**config.mk**
```make
export PLATFORM = sky130hd
export DESIGN_NAME = fifo_transmitter
export DESIGN_NICKNAME = d
export VERILOG_FILES = /design/src/rtl/fifo_transmitter.sv
export SDC_FILE = /design/constraint.sdc
export NUM_CORES = 1
export LEC_CHECK = 0
export BUFFER_PORTS_ARGS = -buffer_cell sky130_fd_sc_hd__buf_4
export CAP_MARGIN = 15
export CORE_MARGIN = 5
export CORE_UTILIZATION = 25
export DETAILED_ROUTE_END_ITERATION = 7
export MAX_ROUTING_LAYER = met4
export PLACE_DENSITY = 0.43
export SLEW_MARGIN = 20
export SYNTH_ARGS = -nofsm -noshare
export SYNTH_HDL_FRONTEND = slang
export SYNTH_SLANG_ARGS = --single-unit
```
**constraint.sdc**
```tcl
create_clock -name i_clk -period 5.6 [get_ports i_clk]
set_input_delay 1.12 -clock i_clk [delete_from_list [all_inputs] [get_ports i_clk]]
set_output_delay 1.12 -clock i_clk [all_outputs]
set_load 0.01 [all_outputs]
```
**src/rtl/fifo_transmitter.sv**
```systemverilog
// Transmit byte FIFO with a two-state launch FSM feeding a UART transmitter.
// Define FIFO_TX_OVERFLOW_EN to build the sticky overflow flag; otherwise o_overflow is tied low.
module fifo_transmitter #(
   parameter int DATA_WIDTH = 8,
   parameter int FIFO_DEPTH = 16
) (
   input  logic                          i_clk,
   input  logic                          i_reset_n,
   input  logic                          i_wr_en,
   input  logic [DATA_WIDTH-1:0]         i_wr_data,
   output logic                          o_full,
   output logic                          o_empty,
   output logic [$clog2(FIFO_DEPTH):0]   o_count,
   output logic                          o_tx_start,
   output logic [DATA_WIDTH-1:0]         o_tx_data,
   input  logic                          i_tx_done,
   output logic                          o_busy,
   output logic                          o_overflow
);

   // state | meaning
   // IDLE  | no frame in flight; launches the head entry whenever count != 0
   // BUSY  | frame in flight; waits for i_tx_done outside the start cycle
   typedef enum logic {
      IDLE = 1'b0,
      BUSY = 1'b1
   } state_t;

   localparam int AW = $clog2(FIFO_DEPTH);
   localparam int CW = AW + 1;
   localparam logic [CW-1:0] FULL_CNT = CW'(FIFO_DEPTH);

   logic [DATA_WIDTH-1:0] mem [FIFO_DEPTH];

   state_t                state_q, state_d;
   logic [AW-1:0]         wr_ptr_q, wr_ptr_d;
   logic [AW-1:0]         rd_ptr_q, rd_ptr_d;
   logic [CW-1:0]         count_q, count_d;
   logic                  tx_start_q, tx_start_d;
   logic [DATA_WIDTH-1:0] tx_data_q, tx_data_d;

   logic full;
   logic empty;
   logic push;
   logic pop;

   assign full  = (count_q == FULL_CNT);
   assign empty = (count_q == '0);
   assign push  = i_wr_en && !full;

   always_comb begin
      state_d    = state_q;
      rd_ptr_d   = rd_ptr_q;
      tx_start_d = 1'b0;
      tx_data_d  = tx_data_q;
      pop        = 1'b0;
      case (state_q)
         IDLE: begin
            if (!empty) begin
               pop        = 1'b1;
               tx_data_d  = mem[rd_ptr_q];
               rd_ptr_d   = rd_ptr_q + AW'(1);
               tx_start_d = 1'b1;
               state_d    = BUSY;
            end
         end
         BUSY: begin
            // done is only meaningful once the start pulse has been seen by the UART
            if (i_tx_done && !tx_start_q) begin
               state_d = IDLE;
            end
         end
         default: state_d = IDLE;
      endcase
   end

   always_comb begin
      wr_ptr_d = wr_ptr_q;
      count_d  = count_q;
      if (push) begin
         wr_ptr_d = wr_ptr_q + AW'(1);
      end
      case ({push, pop})
         2'b10:   count_d = count_q + CW'(1);
         2'b01:   count_d = count_q - CW'(1);
         default: count_d = count_q;
      endcase
   end

   always_ff @(posedge i_clk or negedge i_reset_n) begin
      if (!i_reset_n) begin
         state_q    <= IDLE;
         wr_ptr_q   <= '0;
         rd_ptr_q   <= '0;
         count_q    <= '0;
         tx_start_q <= 1'b0;
         tx_data_q  <= '0;
      end else begin
         state_q    <= state_d;
         wr_ptr_q   <= wr_ptr_d;
         rd_ptr_q   <= rd_ptr_d;
         count_q    <= count_d;
         tx_start_q <= tx_start_d;
         tx_data_q  <= tx_data_d;
      end
   end

   always_ff @(posedge i_clk) begin
      if (push) begin
         mem[wr_ptr_q] <= i_wr_data;
      end
   end

`ifdef FIFO_TX_OVERFLOW_EN
   logic overflow_q, overflow_d;

   always_comb begin
      overflow_d = overflow_q | (i_wr_en & full);
   end

   always_ff @(posedge i_clk or negedge i_reset_n) begin
      if (!i_reset_n) begin
         overflow_q <= 1'b0;
      end else begin
         overflow_q <= overflow_d;
      end
   end

   assign o_overflow = overflow_q;
`else
   assign o_overflow = 1'b0;
`endif

   assign o_full     = full;
   assign o_empty    = empty;
   assign o_count    = count_q;
   assign o_tx_start = tx_start_q;
   assign o_tx_data  = tx_data_q;
   assign o_busy     = (state_q == BUSY);

endmodule

```
After elaboration in Yosys (flattened, before gate mapping)
Memories as Yosys holds them, arrays and structs flattened. A register that Yosys moved wholly into a read port is not among the register bits.
Index checks and enable logic that the tools add are counted.
{"block": "word_totals", "register_bits": 15, "ramBits": 128, "inputBits": 12, "wordCells": 30, "mem_count": 1}
{"block": "classes", "addsub": 4, "n_eq_ne": 3, "muxes": 7, "bitwise": 2, "reduce_logical": 8}
{"name": "mem", "depth": 16, "word_bits": 8, "rd": 1, "rd_ports_with_merged_regs": 1, "wr": 1, "line": "33", "source": "logic [DATA_WIDTH-1:0] mem [FIFO_DEPTH];"}
{"operator": "5-bit case mux with 2 select lines", "n": 1}
{"operator": "4-bit by 1-bit adder with 4-bit output (second input constant)", "n": 2}
{"operator": "5-bit by 1-bit adder with 5-bit output (second input constant)", "n": 1}
{"operator": "5-bit == test (second input constant)", "n": 1}
{"operator": "5-bit logical NOT", "n": 1}
{"operator": "1-bit two-way mux", "n": 5}
{"operator": "5-bit by 1-bit subtractor with 5-bit output (second input constant)", "n": 1}
{"operator": "1-bit logical NOT", "n": 3}
{"operator": "2-bit by 1-bit == test with 1-bit output (second input constant)", "n": 1}
{"operator": "2-bit == test (second input constant)", "n": 1}
{"operator": "1-bit logical AND", "n": 2}
{"operator": "1-bit NOT", "n": 2}
{"operator": "1-bit case mux with 2 select lines", "n": 1}
{"operator": "2-bit AND reduction", "n": 1}
{"operator": "2-bit nonzero test", "n": 1}

Longest topological paths before layout
Gate-level depths: netlist (run 1).
{"block": "logic_depth", "depth_word": 5, "depth_mapped": 13, "ltp_nobuf": 12}

Worst setup path after synthesis (run 1)
OpenSTA, ideal clock, no wires.
{"block": "synth_path", "path_kind": "input to register", "from": "input i_wr_en", "to": "register count_q[4] (netlist: o_count[4])", "setup_ns": 0.126, "arrival_ns": 2.854, "required_ns": 5.474, "slack_ns": 2.620, "path_stages": 11, "cell_sequence": "and2_1 buf_2 inv_1 ha_1 inv_1 fa_1 nor2b_1 o21ai_0 nand3_1 or3b_1 xnor2_1"}
{"block": "synth_via", "elab_chain_len": 3, "elab_cells_between_ends": 5, "classes_between": "2 x eq/ne; 1 x mux; 2 x reduce/logical"}
{"item": "start, declared", "line": "9", "source": "input logic i_wr_en,"}
{"item": "1-bit logical AND (*)", "line": "49", "source": "assign push = i_wr_en && !full;"}
{"item": "2-bit by 1-bit == test with 1-bit output / 2-bit == test (equally long branches)", "line": "83", "source": "case ({push, pop})"}
{"item": "5-bit case mux with 2 select lines / 2-bit nonzero test (equally long branches)"}
{"item": "end signal, assigned", "line": "102", "source": "count_q <= count_d;"}
{"item": "end, declared", "line": "38", "source": "logic [CW-1:0] count_q, count_d;"}
Every way passes the cells marked *; elsewhere a longest branch is shown, timed or not.
A chain may end at the register's enable or synchronous reset.

Final worst setup path (run 1)
{"block": "layout_path", "from": "register count_q[0] (netlist: o_count[0])", "to": "register count_q[4] (netlist: o_count[4])"}
{"block": "layout_via", "elab_chain_len": 5, "elab_cells_between_ends": 12, "classes_between": "2 x add/sub; 3 x eq/ne; 3 x mux; 4 x reduce/logical"}
{"item": "5-bit logical NOT (*)", "line": "48", "source": "assign empty = (count_q == '0);"}
{"item": "1-bit two-way mux (*)", "line": "59", "source": "if (!empty) begin"}
{"item": "1-bit two-way mux (*)", "line": "57", "source": "case (state_q)"}
{"item": "named net pop", "line": "45", "source": "logic pop;"}
{"item": "2-bit by 1-bit == test with 1-bit output / 2-bit == test (equally long branches)", "line": "83"}
{"item": "5-bit case mux with 2 select lines / 2-bit nonzero test (equally long branches)"}
Mark *: on every way through the listed nets, which the timed path passes. The rest lies on a longest branch.

==> impl_metrics.ini, run 1 <==
[outcome]
status = finished, final reports clean

[cells_and_area]
area_growth_pct = 18.4
final_nets = 373
drive_gt1_share_pct = 28.3
antenna-diode-count = 0
finish.utilization_pct = 29.8
n_fill_cell = 2391

[critical_path]
path_class = register to register
required_ps = 5900
r2r-end = o_count[4]
arrival_ps = 3310
worst-r2r-setup-slack_ps = 2590
ff2ff_path_depth = 11
cp-end-kind = register
critPathLaunch = o_count[0]
r2r-start = o_count[0]
critical_path.startpoint_type = register
path_max_fanout = 11

[clock_network]
htreeDepth = 4
cts_buffers = 17
ctsResizeCount = 0
cts.sinks = 151
cts-root-buf = clkbuf_16
cts_setup_buffers = 0
cts_hold_buf = 0
clockBufferDepth = 2
path_clk_slew_ps = 60
clk_latency_ps = 410
cts_tree = yes

[detailed_routing]
drc = 0
wl_mm = 12.6
vias = 2935
viasPerCell = 4.27
wl_per_cell_um = 18.3
postRouteAntennaNets = 0
drt_iter0_markers = 161
firstDrtPassIters = 4

[sta]
min_period_over_period_pct = 53.8
slew_headroom_pct = 32.8
setup_slack_ps = 2590
setup_viol = 0
worstMarginPinSlew_ps = 1000
report.final.slew_viol_count = 0
tns_ps = 0
finalCriticalPeriod_ps = 3010
rsz0062_at_grt = no
fmax_mhz = 332
finalClockSkew_ps = 7.13
hold_violations = 0

[yosys]
yosys_warnings = 0
synth_area_per_cell_um2 = 19.3
netlist_instances = 315
seq_area_frac_synth_pct = 72.8
netlist_top_cells_area = edfxtp_1 63%, mux4_2 12%, dfrtp_1 9.5%
ys_types = 36
async_flop_share_pct = 15.2
syn_area_um2 = 6070
yosysTopAreaCellShare_pct = 63.3
synth_nets = 337
synth_ff_type = edfxtp_1
ys_seq_elements = 151
synth_edf_count = 128
synth_top_area_cell = edfxtp_1

[die]
die_w_um = 166
rows = 57
core-area_um2 = 24100
die_y_um = 166
die_area_um2 = 27500
start_util_pct = 25.2
io_pins = 30

[min_path]
holdPathEnd = o_busy
worstHoldPathType = register to register
hp-start = o_busy
whs_path_depth = 1

[grt]
antenna_found_initial = 0
grt_pass1_wl_mm = 19.4
grt_max_degree = 35
grt_overflow_total = 0
grt_pass1_vias = 3103
track_usage_pct = 9.68

[pwr]
irDropWorstVdd_mv = 0.188
power_leakage_nw = 2.44
p_total_mw = 3.67
p_per_area_nw_per_um2 = 511

[placed_design]
routabilityCongestion = 0.776
port_buffers = 28
dp_slack_ps = 2350
hpwl_mm = 8.11

[flow_run]
maxCapViolations = 0
layout by cell type, fill, tap and decap left out, drive strengths merged:
cell type,n
a311oi,1
nor3,4
or3b,1
mux4,32
nand4,2
xnor2,8
or3,1
fa,1
mux2i,17
xor2,2
bufinv,1
nor2b,3
nor4,1
o21ai,4
o221ai,7
nor2,13
and2,1
inv,10
nand2,21
a21o,1
buf,34
dfrtp,23
conb,1
edfxtp,128
a2111oi,1
and2b,1
clkinvlp,3
nand3,1
clkbuf,21
a21oi,2
ha,9
or2,1
clkinv,6
nand2b,2
synth_stat cells, types with 3 or more instances:
library cell and number:
xnor2_1 8, buf_2 7, nand2_1 21, dfrtp_1 23, buf_6 4, nor2_1 13, o21ai_0 4, inv_1 8
nor3_1 4, mux2i_1 17, edfxtp_1 128, o221ai_1 7, ha_1 9, nor2b_1 3, mux4_2 32
report_power, final:
group          switching, mW  internal, mW  total, mW
Clock                  0.446         0.634       1.08
Combinational          0.553         0.503       1.06
Sequential             0.133          1.40       1.54
metrics by stage:
| stage | area (µm²) | cells | hold slack, ps |
|---|---|---|---|
| floorplan | 6070 | 315 | 519 |
| global placement | 6620 | 656 | 508 |
| finish | 7190 | 688 | 524 |
| global route | 7190 | 688 | 555 |
| CTS | 7180 | 688 | 529 |
| detailed placement | 6620 | 656 | 512 |
sequential cells by signal, indices dropped and copies added (netlist names):
signal and flops:
o_busy 1, mem 128, rd_ptr_q 4, wr_ptr_q 4, o_count 5, o_tx_data 8
o_tx_start 1
worst max-delay path: stages (launching register included):
cell	delay, ps
dfrtp_1	430
nor4_2	330
and2b_4	220
or2_4	240
inv_2	120
ha_1	250
ha_1	330
nor2b_1	140
o21ai_0	230
a21oi_1	100
or3b_1	370
xnor2_1	130
layout make-up:
class / instances / area, µm² / share of cell area [%]
Sequential cell: 151 / 4420 / 61.5
Multi-Input combinational cell: 138 / 1510 / 21.0
Clock buffer: 21 / 460 / 6.41
Tap cell: 324 / 405 / 5.64
Timing Repair Buffer: 34 / 255 / 3.55
Clock inverter: 11 / 100 / 1.39
Inverter: 9 / 33.8 / 0.470
how the worst max path moves through the flow:
stage	end	slack, ps	depth (start not counted)
2_1_floorplan	o_count[4]	2620	11
6_report	o_count[4]	2590	11
5_1_grt	o_count[4]	2370	11
3_5_place_dp	o_count[4]	2350	10
4_1_cts	o_count[4]	2570	11
3_3_place_gp	o_count[4]	2410	10
layer usage:
layer,vias to the layer above,track usage [%],routed length [µm]
li1,1308,-,-
met1,1556,12.6,5900
met2,61,15.1,6140
met3,10,2.88,468
met4,0,2.19,99
met5,-,-,0
kinds of logic after synthesis:
kind of cell / synth area share, %
other: 0.0618
adder cells (fa/ha/maj): 2.18
buffers and inverters: 2.39
XOR/XNOR: 1.44
multiplexers: 14.7
flip-flops: 72.8
AO/OA/AOI/OAI: 2.35
AND/OR/NAND/NOR: 4.12
Note: power is estimated with default switching activity, not from simulation.
==> run 2: changes to the inputs <==
--- a/config.mk
+++ b/config.mk
@@ -11,7 +11,7 @@
 export CORE_UTILIZATION = 25
 export DETAILED_ROUTE_END_ITERATION = 7
 export MAX_ROUTING_LAYER = met4
-export PLACE_DENSITY = 0.43
+export PLACE_DENSITY = 0.45
 export SLEW_MARGIN = 20
 export SYNTH_ARGS = -nofsm -noshare
 export SYNTH_HDL_FRONTEND = slang
==> constraint.sdc (replaced) <==
create_clock -name i_clk -period 2.4 [get_ports i_clk]
set_input_delay 0.48 -clock i_clk [delete_from_list [all_inputs] [get_ports i_clk]]
set_output_delay 0.48 -clock i_clk [all_outputs]
set_load 0.01 [all_outputs]
==> run 2 against run 1 <==
  * The run now ends with setup timing left
  * Sequential cell count is the same
  * First-iteration DRC count grew 39%
  * Setup slack lost 2600 ps
  * Fmax rose by 23%
  * Largest cell class unchanged
  * Highest routed layer unchanged
  * Die area is the same
  * Sequential power is 130% higher
  * Critical endpoint unchanged
  * Combinational power rose to 2.7 times the previous value
  * Clock skew is 3.3 ps higher
  * Register-to-register slack lost 2600 ps
  * Utilization grew 1.1 points
==> impl_metrics.ini, run 2 (synthesized netlist as in run 1, its figures left out) <==
[outcome]
status = finished, violations left
violations = setup timing

[critical_path]
r2r-start = o_count[2]
critical_path.startpoint_type = register
crit_family = simple AND/OR/NAND/NOR gates
crit_path_cell_trace = nor4_4, nand2_1, and2_4, inv_4, ha_4, inv_4, fa_2, nor2b_1, o21ai_1, nand3_1, or3b_4, xnor2_1
slowest_delay_ps = 420
cpMostUsedCell = inv_4
arrival_ps = 2740
path_max_fanout = 4
path_buf_inv = 2
required_ps = 2700
path_class = register to register
cp_slowest_cell = dfrtp_2
critPathLaunch = o_count[2]
cp-end-kind = register

[die]
rows = 57
start_util_pct = 25.2
core-area_um2 = 24100
die_area_um2 = 27500
die_w_um = 166
io_pins = 30
die_y_um = 166

[placed_design]
place_inst = 671
hpwl_mm = 8.38
port_buffers = 28
placed_area_um2 = 6810
routabilityCongestion = 0.748

[clock_network]
clk_latency_ps = 420
cts-root-buf = clkbuf_16
htreeDepth = 4
clockBufferDepth = 2
cts_tree = yes
cts.sinks = 151
cts_buffers = 17
path_clk_slew_ps = 60

[flow_run]
maxCapViolations = 0

[cells_and_area]
final_nets = 391
layout_common_cells = 128 x edfxtp_1, 47 x buf_4, 32 x mux4_2, 22 x dfrtp_1, 21 x nand2_1
area_growth_pct = 22.6
largest_register_ffs = 128
drive_gt1_share_pct = 33.8
layout_commonest_cell = edfxtp_1
final_cells = 706
top_register = mem
antenna-diode-count = 0
stdcell_area_um2 = 7450

[detailed_routing]
viasPerCell = 4.22
drc = 0
vias = 2980
wl_per_cell_um = 18.3
firstDrtPassIters = 4
drt_iter0_markers = 224
postRouteAntennaNets = 0
wl_mm = 12.9

[grt]
grt_pass1_vias = 3167
antenna_found_initial = 0
grt_pass1_wl_mm = 20.0
grt_overflow_total = 0
grt_max_degree = 35
track_usage_pct = 10.1

[sta]
finalCriticalPeriod_ps = 2450
min_period_over_period_pct = 102
finalClockSkew_ps = 10.5
setup_slack_ps = -48.0
worstMarginPinSlew_ps = 1080
slew_headroom_pct = 27.7
report.final.slew_viol_count = 0
fmax_mhz = 408
hold_violations = 0
setup_viol = 1
rsz0062_at_grt = yes

[pwr]
p_sw_mw = 2.78
p_int_mw = 6.34
p_per_area_nw_per_um2 = 1220
power_frac_clock_pct = 29.9
power_leakage_nw = 2.56
p_seq_share_pct = 39.1
irDropWorstVdd_mv = 0.604
swShare_pct = 30.4
combPwrFrac_pct = 31.1

[min_path]
worstHoldPathType = input pin to register
hp-start = i_wr_data[3]
run 2: changes by cell type in the layout (fill, tap and decap cells not counted), moves of 3 or more:
| cell | delta |
|---|---|
| inv_6 | +5 |
| buf_12 | +3 |
| buf_4 | +13 |
| inv_1 | -3 |
| clkinv_4 | -3 |
run 2: final timing paths:
path                         endpoint  slack, ps  cells after the start
setup reg to reg           o_count[4]        -50                     12
setup / recovery           o_count[4]        -50                     12
hold / removal             mem[13][3]        370                      1
min in group asynchronous  o_count[1]        510                      2
hold reg to reg            o_count[4]        510                      1
max in group asynchronous  o_count[2]       1630                      2
run 2: metrics by stage:
step	setup slack [ps]	TNS, ps	total power [mW]	util (%)	hold WS (ps)
floorplan	-158	-158	5.43	-	184
global placement	-133	-133	6.45	28.2	404
detailed placement	-181	-181	6.50	28.2	408
CTS	-69.0	-136	9.26	30.9	358
global route	-172	-172	9.64	30.9	368
finish	-48.0	-48.0	9.12	30.9	373
run 2: timing repair:
action / in CTS / in global routing
endpoints found under the hold margin: 23 / 0
gates resized for setup: 2 / 3
setup endpoints to repair: 1 / 2
buffers inserted: 4 / 1
pin swaps: 5 / 1
hold buffers: 1 / 0
run 2: worst reg2reg max path, delay by kind of cell, from the launching register on:
family          cells  cell delay (ps)
compound gates      1               80
xor+xnor            1              130
buf+inv             2               90
flops               1              420
fa+ha+maj           2              500
simple gates        6             1120
run 2: power groups by stage:
stage               clock (mW)  sequential [mW]  combinational, mW
CTS                       2.77             3.57               2.92
detailed placement           0             3.60               2.89
finish                    2.72             3.56               2.83
global route              2.91             3.61               3.12
floorplan                    0             3.55               1.88
global placement             0             3.59               2.86
run 2: routing by layer:
layer	up-vias	track usage, %	routed length, µm
li1	1348	-	-
met3	10	2.98	370
met4	0	3.12	161
met2	53	15.4	6300
met1	1569	13.1	6100
met5	-	-	0
run 2: area by class of cell:
| type | instances | area, µm² |
|---|---|---|
| tap | 324 | 405 |
| timing repair buffer | 52 | 434 |
| multi-input combinational | 138 | 1550 |
| clock inverter | 13 | 166 |
| clock buffer | 19 | 433 |
| fill | 2382 | 16700 |
| sequential | 151 | 4420 |
| inverter | 9 | 38.8 |
==> run 3: changes to the inputs <==
--- a/config.mk
+++ b/config.mk
@@ -12,7 +12,7 @@
 export DETAILED_ROUTE_END_ITERATION = 7
 export MAX_ROUTING_LAYER = met4
 export PLACE_DENSITY = 0.45
-export SLEW_MARGIN = 20
+export SKIP_LAST_GASP = 1
 export SYNTH_ARGS = -nofsm -noshare
 export SYNTH_HDL_FRONTEND = slang
 export SYNTH_SLANG_ARGS = --single-unit
==> run 3 against run 2 <==
  * The run still ends with setup timing left
  * Critical endpoint unchanged
  * Sequential share of layout area about the same
  * Clock power hardly changed
  * Final cell count did not move
  * Design area barely moved
==> impl_metrics.ini, run 3 (synthesized netlist as in run 1, its figures left out) <==
[critical_path]
r2r-start = o_count[2]
worst-r2r-setup-slack_ps = -30
slowest_delay_ps = 420
path_class = register to register
crit_family = simple AND/OR/NAND/NOR gates
required_ps = 2700
path_buf_inv = 2
r2r-end = o_count[4]
critical_path.startpoint_type = register
cp-end-kind = register
arrival_ps = 2730
cpMostUsedCell = inv_4
crit_path_cell_trace = nor4_4, nand2_1, and2_4, inv_4, ha_4, inv_4, fa_2, nor2b_1, o21ai_1, nand3_1, or3b_1, xnor2_1
ff2ff_path_depth = 12
cp_slowest_cell = dfrtp_2
path_max_fanout = 4

[die]
die_w_um = 166
die_area_um2 = 27500
start_util_pct = 25.2
core-area_um2 = 24100
die_y_um = 166
io_pins = 30
rows = 57

[pwr]
p_seq_share_pct = 39.1
power_frac_clock_pct = 29.9
irDropWorstVdd_mv = 0.604
power_leakage_nw = 2.55
p_per_area_nw_per_um2 = 1220
combPwrFrac_pct = 31.0
p_int_mw = 6.33
p_sw_mw = 2.77
swShare_pct = 30.4

[grt]
grt_max_degree = 35
antenna_found_initial = 0
track_usage_pct = 10.1
grt_pass1_wl_mm = 20.0
grt_overflow_total = 0
grt_pass1_vias = 3167

[outcome]
violations = setup timing
status = finished, violations left

[detailed_routing]
firstDrtPassIters = 4
viasPerCell = 4.22
wl_per_cell_um = 18.3
vias = 2981
postRouteAntennaNets = 0
drc = 0
wl_mm = 12.9
drt_iter0_markers = 225

[sta]
fmax_mhz = 411
setup_viol = 1
slew_headroom_pct = 27.7
setup_slack_ps = -34.5
worstMarginPinSlew_ps = 1080
report.final.slew_viol_count = 0
min_period_over_period_pct = 101
hold_violations = 0
rsz0062_at_grt = yes
finalClockSkew_ps = 10.4
finalCriticalPeriod_ps = 2430

[clock_network]
cts_tree = yes
clk_latency_ps = 420
cts_buffers = 17
path_clk_slew_ps = 60
cts.sinks = 151
cts-root-buf = clkbuf_16
htreeDepth = 4
clockBufferDepth = 2

[cells_and_area]
final_cells = 706
layout_commonest_cell = edfxtp_1
area_growth_pct = 22.6
layout_common_cells = 128 x edfxtp_1, 47 x buf_4, 32 x mux4_2, 22 x dfrtp_1, 21 x nand2_1
largest_register_ffs = 128
final_nets = 391
drive_gt1_share_pct = 33.5
antenna-diode-count = 0
top_register = mem

[placed_design]
port_buffers = 28
hpwl_mm = 8.38
routabilityCongestion = 0.748
place_inst = 671
dp_slack_ps = -181

[min_path]
hp-start = i_wr_data[3]
worstHoldPathType = input pin to register
holdPathEnd = mem[13][3]
whs_path_depth = 1

[flow_run]
maxCapViolations = 0
## run 3: cell count changes in the layout (fill, tap and decap cells not counted)
cell    before  now
or3b_4       1    0
or3b_1       0    1
## run 3: worst max-delay path by stage
stage,slack (ps),endpoint,depth (start not counted),start
5_1_grt,-170,o_count[4],12,o_count[2]
3_5_place_dp,-180,o_count[4],12,o_count[2]
4_1_cts,-70,o_count[4],12,o_count[1]
3_3_place_gp,-130,o_count[4],12,o_count[2]
2_1_floorplan,-160,o_count[4],13,o_count[2]
6_report,-30,o_count[4],12,o_count[2]
## run 3: stage by stage
| step | utilization [%] | cell area (µm²) | hold slack [ps] | setup TNS [ps] | power (mW) |
|---|---|---|---|---|---|
| floorplan | - | 6110 | 184 | -158 | 5.43 |
| global placement | 28.2 | 6810 | 404 | -133 | 6.45 |
| detailed placement | 28.2 | 6810 | 408 | -181 | 6.50 |
| CTS | 30.9 | 7460 | 358 | -136 | 9.26 |
| global route | 30.9 | 7440 | 368 | -172 | 9.63 |
| finish | 30.9 | 7440 | 373 | -34.5 | 9.11 |
## run 3: area by class of cell
cell class                      count  area (µm²)
Multi-Input combinational cell    138        1550
Clock buffer                       19         433
Timing Repair Buffer               52         434
Inverter                            9        38.8
Sequential cell                   151        4420
Tap cell                          324         405
Fill cell                        2383       16700
Clock inverter                     13         166
## run 3: timing repair
action | in CTS | in global routing
hold buffers | 1 | 0
hold endpoints to repair | 23 | 0
resized for setup | 2 | 2
endpoints found under the setup margin | 1 | 2
pin swaps | 5 | 1
buffers inserted | 4 | 1
## run 3: layer usage
layer	vias up	track usage (%)	share of wire, %	routed length (µm)
met4	0	3.12	1.2	161
met2	53	15.4	49	6300
met1	1570	13.1	47	6100
met3	10	2.98	2.9	370
li1	1348	-	-	-
met5	-	-	0	0
## run 3: power groups by stage
| stage | Combinational (mW) | Clock (mW) | Sequential (mW) |
|---|---|---|---|
| floorplan | 1.88 | 0 | 3.55 |
| global placement | 2.86 | 0 | 3.59 |
| detailed placement | 2.89 | 0 | 3.60 |
| CTS | 2.92 | 2.77 | 3.57 |
| global route | 3.11 | 2.91 | 3.61 |
| finish | 2.82 | 2.72 | 3.56 |
